$ cat src/rtl/b10_resp_capture_if.sv
// Read-side handshake of the b10 response-capture trace FIFO.
// master = producer (the capture stage), slave = consumer.
interface b10_resp_capture_if #(
  parameter int DW = 22
);
  logic          rd_valid;
  logic          rd_ready;
  logic [DW-1:0] rd_data;

  modport master (output rd_valid, output rd_data, input rd_ready);
  modport slave  (input rd_valid, input rd_data, output rd_ready);
endinterface

$ cat src/rtl/b10_resp_capture.sv
// b10 response capture: samples {cts, ctr, v_out}, logs changes (or obs-flagged
// cycles) as time-stamped entries into a trace FIFO, and folds every enabled
// sample into a 16-bit MISR signature.
module b10_resp_capture #(
  parameter int          DEPTH   = 16,
  parameter int          STAMP_W = 16,
  parameter logic [15:0] POLY    = 16'h1021
) (
  input  logic                     clock_i,
  input  logic                     reset_i,
  input  logic                     enable_i,
  input  logic                     clear_i,
  input  logic                     cts_i,
  input  logic                     ctr_i,
  input  logic [3:0]               v_out_i,
  input  logic                     obs_i,
  b10_resp_capture_if.master       rd,
  output logic [$clog2(DEPTH):0]   count_o,
  output logic                     overflow_o,
  output logic [7:0]               drop_cnt_o,
  output logic [15:0]              signature_o
);
  localparam int           AW   = $clog2(DEPTH);
  localparam logic [AW:0]  FULL = (AW+1)'(DEPTH);

  typedef struct packed {
    logic [STAMP_W-1:0] stamp;
    logic [5:0]         smp;
  } entry_t;

  // FIRST is not held in a register: the edge that sees enable rise out of
  // IDLE is itself the FIRST capture, so the state register only needs to
  // remember whether the previous edge was enabled.
  typedef enum logic {IDLE, RUN} state_t;

  state_t             state_q, state_d;
  logic [5:0]         smp, prev_q;
  logic [STAMP_W-1:0] stamp_q;
  logic [15:0]        sig_q, sig_d;
  entry_t             mem [DEPTH];
  logic [AW-1:0]      wr_ptr_q, wr_ptr_d, rd_ptr_q, rd_ptr_d;
  logic [AW:0]        count_q, count_d;
  logic               ovf_q, ovf_d;
  logic [7:0]         drop_q, drop_d;
  logic               cap, pop, push_ok, drop;

  assign smp = {cts_i, ctr_i, v_out_i};

  // Capture decision and next state.
  always_comb begin
    state_d = state_q;
    cap     = 1'b0;
    unique case (state_q)
      IDLE: begin
        if (enable_i) begin
          cap     = 1'b1;
          state_d = RUN;
        end
      end
      default: begin
        if (!enable_i) state_d = IDLE;
        else           cap     = (smp != prev_q) || obs_i;
      end
    endcase
  end

  // FSM state register.
  always_ff @(posedge clock_i) begin
    if (reset_i) state_q <= IDLE;
    else         state_q <= state_d;
  end

  // MISR next value: shift, polynomial feedback, fold in the sample.
  always_comb begin
    sig_d = {sig_q[14:0], 1'b0} ^ (sig_q[15] ? POLY : 16'h0000) ^ {10'b0, smp};
  end

  // Sample history, cycle stamp and MISR advance only on enabled cycles.
  always_ff @(posedge clock_i) begin
    if (reset_i) begin
      prev_q  <= '0;
      stamp_q <= '0;
      sig_q   <= '0;
    end else if (enable_i) begin
      prev_q  <= smp;
      stamp_q <= stamp_q + 1'b1;
      sig_q   <= sig_d;
    end
  end

  assign pop     = rd.rd_valid && rd.rd_ready;
  // A full FIFO still accepts when the head leaves on the same edge.
  assign push_ok = cap && !clear_i && ((count_q != FULL) || pop);
  assign drop    = cap && !clear_i && !push_ok;

  // FIFO pointer/occupancy/overflow bookkeeping; clear discards everything,
  // including a capture arriving on the same edge.
  always_comb begin
    wr_ptr_d = wr_ptr_q;
    rd_ptr_d = rd_ptr_q;
    count_d  = count_q;
    ovf_d    = ovf_q;
    drop_d   = drop_q;
    if (clear_i) begin
      wr_ptr_d = '0;
      rd_ptr_d = '0;
      count_d  = '0;
      ovf_d    = 1'b0;
      drop_d   = '0;
    end else begin
      if (pop)     rd_ptr_d = rd_ptr_q + 1'b1;
      if (push_ok) wr_ptr_d = wr_ptr_q + 1'b1;
      unique case ({push_ok, pop})
        2'b10:   count_d = count_q + 1'b1;
        2'b01:   count_d = count_q - 1'b1;
        default: count_d = count_q;
      endcase
      if (drop) begin
        ovf_d = 1'b1;
        if (drop_q != 8'hFF) drop_d = drop_q + 1'b1;
      end
    end
  end

  // FIFO control registers.
  always_ff @(posedge clock_i) begin
    if (reset_i) begin
      wr_ptr_q <= '0;
      rd_ptr_q <= '0;
      count_q  <= '0;
      ovf_q    <= 1'b0;
      drop_q   <= '0;
    end else begin
      wr_ptr_q <= wr_ptr_d;
      rd_ptr_q <= rd_ptr_d;
      count_q  <= count_d;
      ovf_q    <= ovf_d;
      drop_q   <= drop_d;
    end
  end

  // Entry storage; contents are meaningless until counted, so no reset.
  always_ff @(posedge clock_i) begin
    if (!reset_i && push_ok) mem[wr_ptr_q] <= '{stamp: stamp_q, smp: smp};
  end

  // Head entry comes straight from storage and the head pointer, both
  // registers, so nothing on the read port depends on this cycle's inputs.
  assign rd.rd_valid = (count_q != '0);
  assign rd.rd_data  = mem[rd_ptr_q];
  assign count_o     = count_q;
  assign overflow_o  = ovf_q;
  assign drop_cnt_o  = drop_q;
  assign signature_o = sig_q;
endmodule

$ cat src/flat_wrapper.sv
// flat-port wrapper written by rule: the top's interface ports become plain ports
module b10_resp_capture_flat 
#(
  parameter int          DEPTH   = 16,
  parameter int          STAMP_W = 16,
  parameter logic [15:0] POLY    = 16'h1021
)
  (clock_i, reset_i, enable_i, clear_i, cts_i, ctr_i, v_out_i, obs_i, count_o, overflow_o, drop_cnt_o, signature_o, rd_rd_valid, rd_rd_data, rd_rd_ready);
  b10_resp_capture_if #(.DW(22)) rd_i ();
  input  logic clock_i;
  input  logic reset_i;
  input  logic enable_i;
  input  logic clear_i;
  input  logic cts_i;
  input  logic ctr_i;
  input  logic [3:0] v_out_i;
  input  logic obs_i;
  output logic [$clog2(DEPTH):0] count_o;
  output logic overflow_o;
  output logic [7:0] drop_cnt_o;
  output logic [15:0] signature_o;
  output wire logic [$bits(rd_i.rd_valid)-1:0] rd_rd_valid;
  output wire logic [$bits(rd_i.rd_data)-1:0] rd_rd_data;
  input wire logic [$bits(rd_i.rd_ready)-1:0] rd_rd_ready;
  assign rd_rd_valid = rd_i.rd_valid;
  assign rd_rd_data = rd_i.rd_data;
  assign rd_i.rd_ready = rd_rd_ready;
  b10_resp_capture #(.DEPTH(DEPTH), .STAMP_W(STAMP_W), .POLY(POLY)) u_core (.clock_i(clock_i), .reset_i(reset_i), .enable_i(enable_i), .clear_i(clear_i), .cts_i(cts_i), .ctr_i(ctr_i), .v_out_i(v_out_i), .obs_i(obs_i), .rd(rd_i), .count_o(count_o), .overflow_o(overflow_o), .drop_cnt_o(drop_cnt_o), .signature_o(signature_o));
endmodule
$ cat config.mk
export PLATFORM = sky130hd
export DESIGN_NAME = b10_resp_capture_flat
export DESIGN_NICKNAME = d
export VERILOG_FILES = /design/src/rtl/b10_resp_capture_if.sv /design/src/rtl/b10_resp_capture.sv /design/src/flat_wrapper.sv
export SDC_FILE = /design/constraint.sdc
export NUM_CORES = 1
export LEC_CHECK = 0
export ABC_AREA = 0
export BUFFER_PORTS_ARGS = -buffer_cell sky130_fd_sc_hd__buf_2
export CORE_UTILIZATION = 35
export CTS_CLUSTER_SIZE = 16
export DETAILED_ROUTE_END_ITERATION = 7
export GPL_TIMING_DRIVEN = 0
export PLACE_DENSITY = 0.58
export SLEW_MARGIN = 5
export SYNTH_ARGS = -nofsm -noshare
export SYNTH_HDL_FRONTEND = slang
export SYNTH_SLANG_ARGS = --single-unit
$ cat constraint.sdc
create_clock -name clock_i -period 3.1 [get_ports clock_i]
set_input_delay 0.31 -clock clock_i [delete_from_list [all_inputs] [get_ports clock_i]]
set_output_delay 0.31 -clock clock_i [all_outputs]
set_load 0.1 [all_outputs]
==> metrics.yaml <==
run_status:
  outcome: "complete, no violations"
finish:
  final_util: 0.412
  instances_no_fill: 1562
  area_delta_synth_final_pct: 15.8
  nets: 948
  n_antenna_cell: 0
  final_area_mm2: 0.0188
  layout-drive-gt1-share: 0.301
grt:
  grt.overflow.total: 0
  antenna_found_initial: 0
  grt_pass1_vias: 8167
  grtUsageTotal: 0.154
  grt_max_degree: 23
  grt_pass1_wl_um: 53000
floorplan:
  die_height_um: 217
  die_area_mm2: 0.0472
  fp.dieW_um: 217
  io_pins: 65
  start_util: 0.356
  core_mm2: 0.0456
  rows: 78
power:
  clkPwrFrac: 0.431
  p_seq_frac: 0.524
  vdd_drop_max_mv: 0.436
  total_power_mw: 11.6
  leakage_nw: 6.06
  comb_power_share: 0.045
  p_sw_frac: 0.215
  p_int_mw: 9.13
  switching_power_mw: 2.50
  pwr_density_cell_mw_per_mm2: 619
worst_setup_path:
  cp_max_fo: 10
  required_ns: 2.79
  cp-start-kind: "register"
  criticalPathCategory: "register to output port"
  cp.arrival_ns: 2.71
  worstSetupEndpointType: "output port"
clock_network:
  cts_tree: "built"
  path_clk_slew_ns: 0.06
  root_buffer: "clkbuf_16"
  cts_num_sinks: 417
  post_cts_buffers: 0
  hold_buffers: 0
  cts_made_buffers: 43
  clock_latency_ns: 0.55
  cts_max_path_buffers: 3
  cts_htree_levels: 2
route:
  vias: 7959
  dr_wl_met2_um: 16100
  highest_layer: "met4"
  drc: 0
  viasPerCell: 5.10
  ant_nets: 0
  wl_met1_um: 17000
  drt_pass1_iterations: 5
  met3RoutedLength_um: 1780
  drt-initial-drc-count: 518
  wire_per_inst_um: 22.7
  routed_wirelength_um: 35500
logic_synthesis:
  synth_edf_count: 352
  syn-instance-count: 821
  syn_area_mm2: 0.0162
  ys_ff_latch: 417
  ys_top_cells_by_count: "edfxtp_1, mux4_2, dfxtp_1"
  synth_top_area_frac: 0.651
  synth_most_common_cell: "edfxtp_1"
  synth_nets: 842
  ys_types: 45
  yosysSeqAreaShare: 0.732
  synth_top_area_cell: "edfxtp_1"
  syn_avg_cell_area_um2: 19.8
  synthFlopType: "edfxtp_1"
  ys_warn_count: 0
  async_flop_share: 0
  netlist_top_cells_area: "edfxtp_1, mux4_2, dfxtp_1"
hold_path:
  hold_class: "primary input to register"
timing:
  setup_viol: 0
  layout_setup_ws_ns: 0.0814
  finClkSkew_ns: 0.0298
  fin_crit_sh: 0.974
  max_slew_margin: 0.306
  worst_slew_pin_slew_ns: 1.04
  hold_viol: 0
  rsz0062_at_grt: "yes"
  finalSetupTns_ns: 0
  final_max_slew_viol_count: 0
  whs_ns: 0.101
  fmax_mhz: 331
  fin_crit_ns: 3.02
job:
  max_cap_violations: 0
place:
  gp_congestion: 0.755
  place_ws_ns: -0.561
  dp_hpwl_um: 20200
  place_area_mm2: 0.0173
  dp_cells: 1484
  portBuffers: 62
[worst paths after layout]
path                            slack, ns  cells past startpoint                   end         startpoint
worst min-delay path                 0.10                      3  u_core.drop_cnt_o[6]            clear_i
worst max-delay path                 0.08                      5         rd_rd_data[2]           register
worst min register to register       0.45                      2     u_core.overflow_o  u_core.overflow_o
worst max register to register       0.14                      5     u_core.mem[14][0]   u_core.prev_q[1]
[worst max-delay path: stages (launching register included)]
cell,delay [ns]
dfxtp_2,0.45
clkbuf_4,0.30
buf_4,0.27
mux4_2,0.34
mux4_2,0.54
buf_4,0.26
[logic make-up (layout without fill, tap and decap cells)]
group / after synthesis / count (layout) / share of synthesized area
flip-flops: 417 / 417 / 0.732
AND/OR/NAND/NOR: 141 / 141 / 0.0450
multiplexers: 130 / 130 / 0.165
buffers and inverters: 53 / 194 / 0.0153
XOR/XNOR: 44 / 44 / 0.0238
AO/OA/AOI/OAI: 27 / 27 / 0.0123
adder cells (fa/ha/maj): 9 / 9 / 0.00694
[registers in the layout, indices dropped and copies added (netlist names), named ones only]
name / cells
u_core.rd_ptr_q: 4
u_core.state_q: 1
u_core.overflow_o: 1
u_core.count_o: 5
u_core.wr_ptr_q: 4
u_core.drop_cnt_o: 8
u_core.stamp_q: 16
u_core.signature_o: 16
u_core.prev_q: 6
u_core.mem: 352
[timing repair]
action / in CTS / in global routing
setup endpoints to repair: 22 / 110
gates resized for setup: 52 / 5
endpoints found under the hold margin: 0 / 0
[power groups by stage]
| stage | sequential, mW | combinational, mW | clock (mW) |
|---|---|---|---|
| after floorplan | 6.26 | 0.343 | 0 |
| after global placement | 6.21 | 0.515 | 0 |
| after detailed placement | 6.21 | 0.523 | 0 |
| after CTS | 6.09 | 0.530 | 5.11 |
| after global routing | 6.09 | 0.554 | 5.32 |
| final | 6.09 | 0.523 | 5.02 |
[cell type report]
cell class / count / area [um^2]
buffer: 47 / 297
fill: 3996 / 26800
multi-input combinational: 351 / 4130
timing repair buffer: 63 / 365
clock inverter: 19 / 175
inverter: 4 / 15.0
tap: 600 / 751
clock buffer: 61 / 1180
sequential: 417 / 11900
[placed cells by master, fill, tap and decap left out, types with 5 or more instances in the layout]
cell type / count
a211oi_1: 6
a21oi_1: 5
and2_2: 16
and4_1: 5
buf_2: 51
buf_4: 28
clkbuf_1: 29
clkbuf_16: 44
clkbuf_2: 9
clkinv_1: 8
clkinv_2: 6
dfxtp_1: 61
edfxtp_1: 352
ha_1: 9
mux2i_1: 20
mux4_2: 110
nand2_1: 14
nand3_1: 7
nand4_1: 6
nor2_1: 59
nor3_1: 7
nor4_1: 7
o21ai_0: 5
xnor2_1: 27
xor2_1: 17
[metal layers]
| layer | track usage | vias up |
|---|---|---|
| met1 | 0.227 | 4200 |
| met5 | 0 | - |
| met2 | 0.236 | 205 |
| li1 | - | 3507 |
| met4 | 0.0378 | 0 |
| met3 | 0.0266 | 47 |
Power figures use the tool's default switching activity.
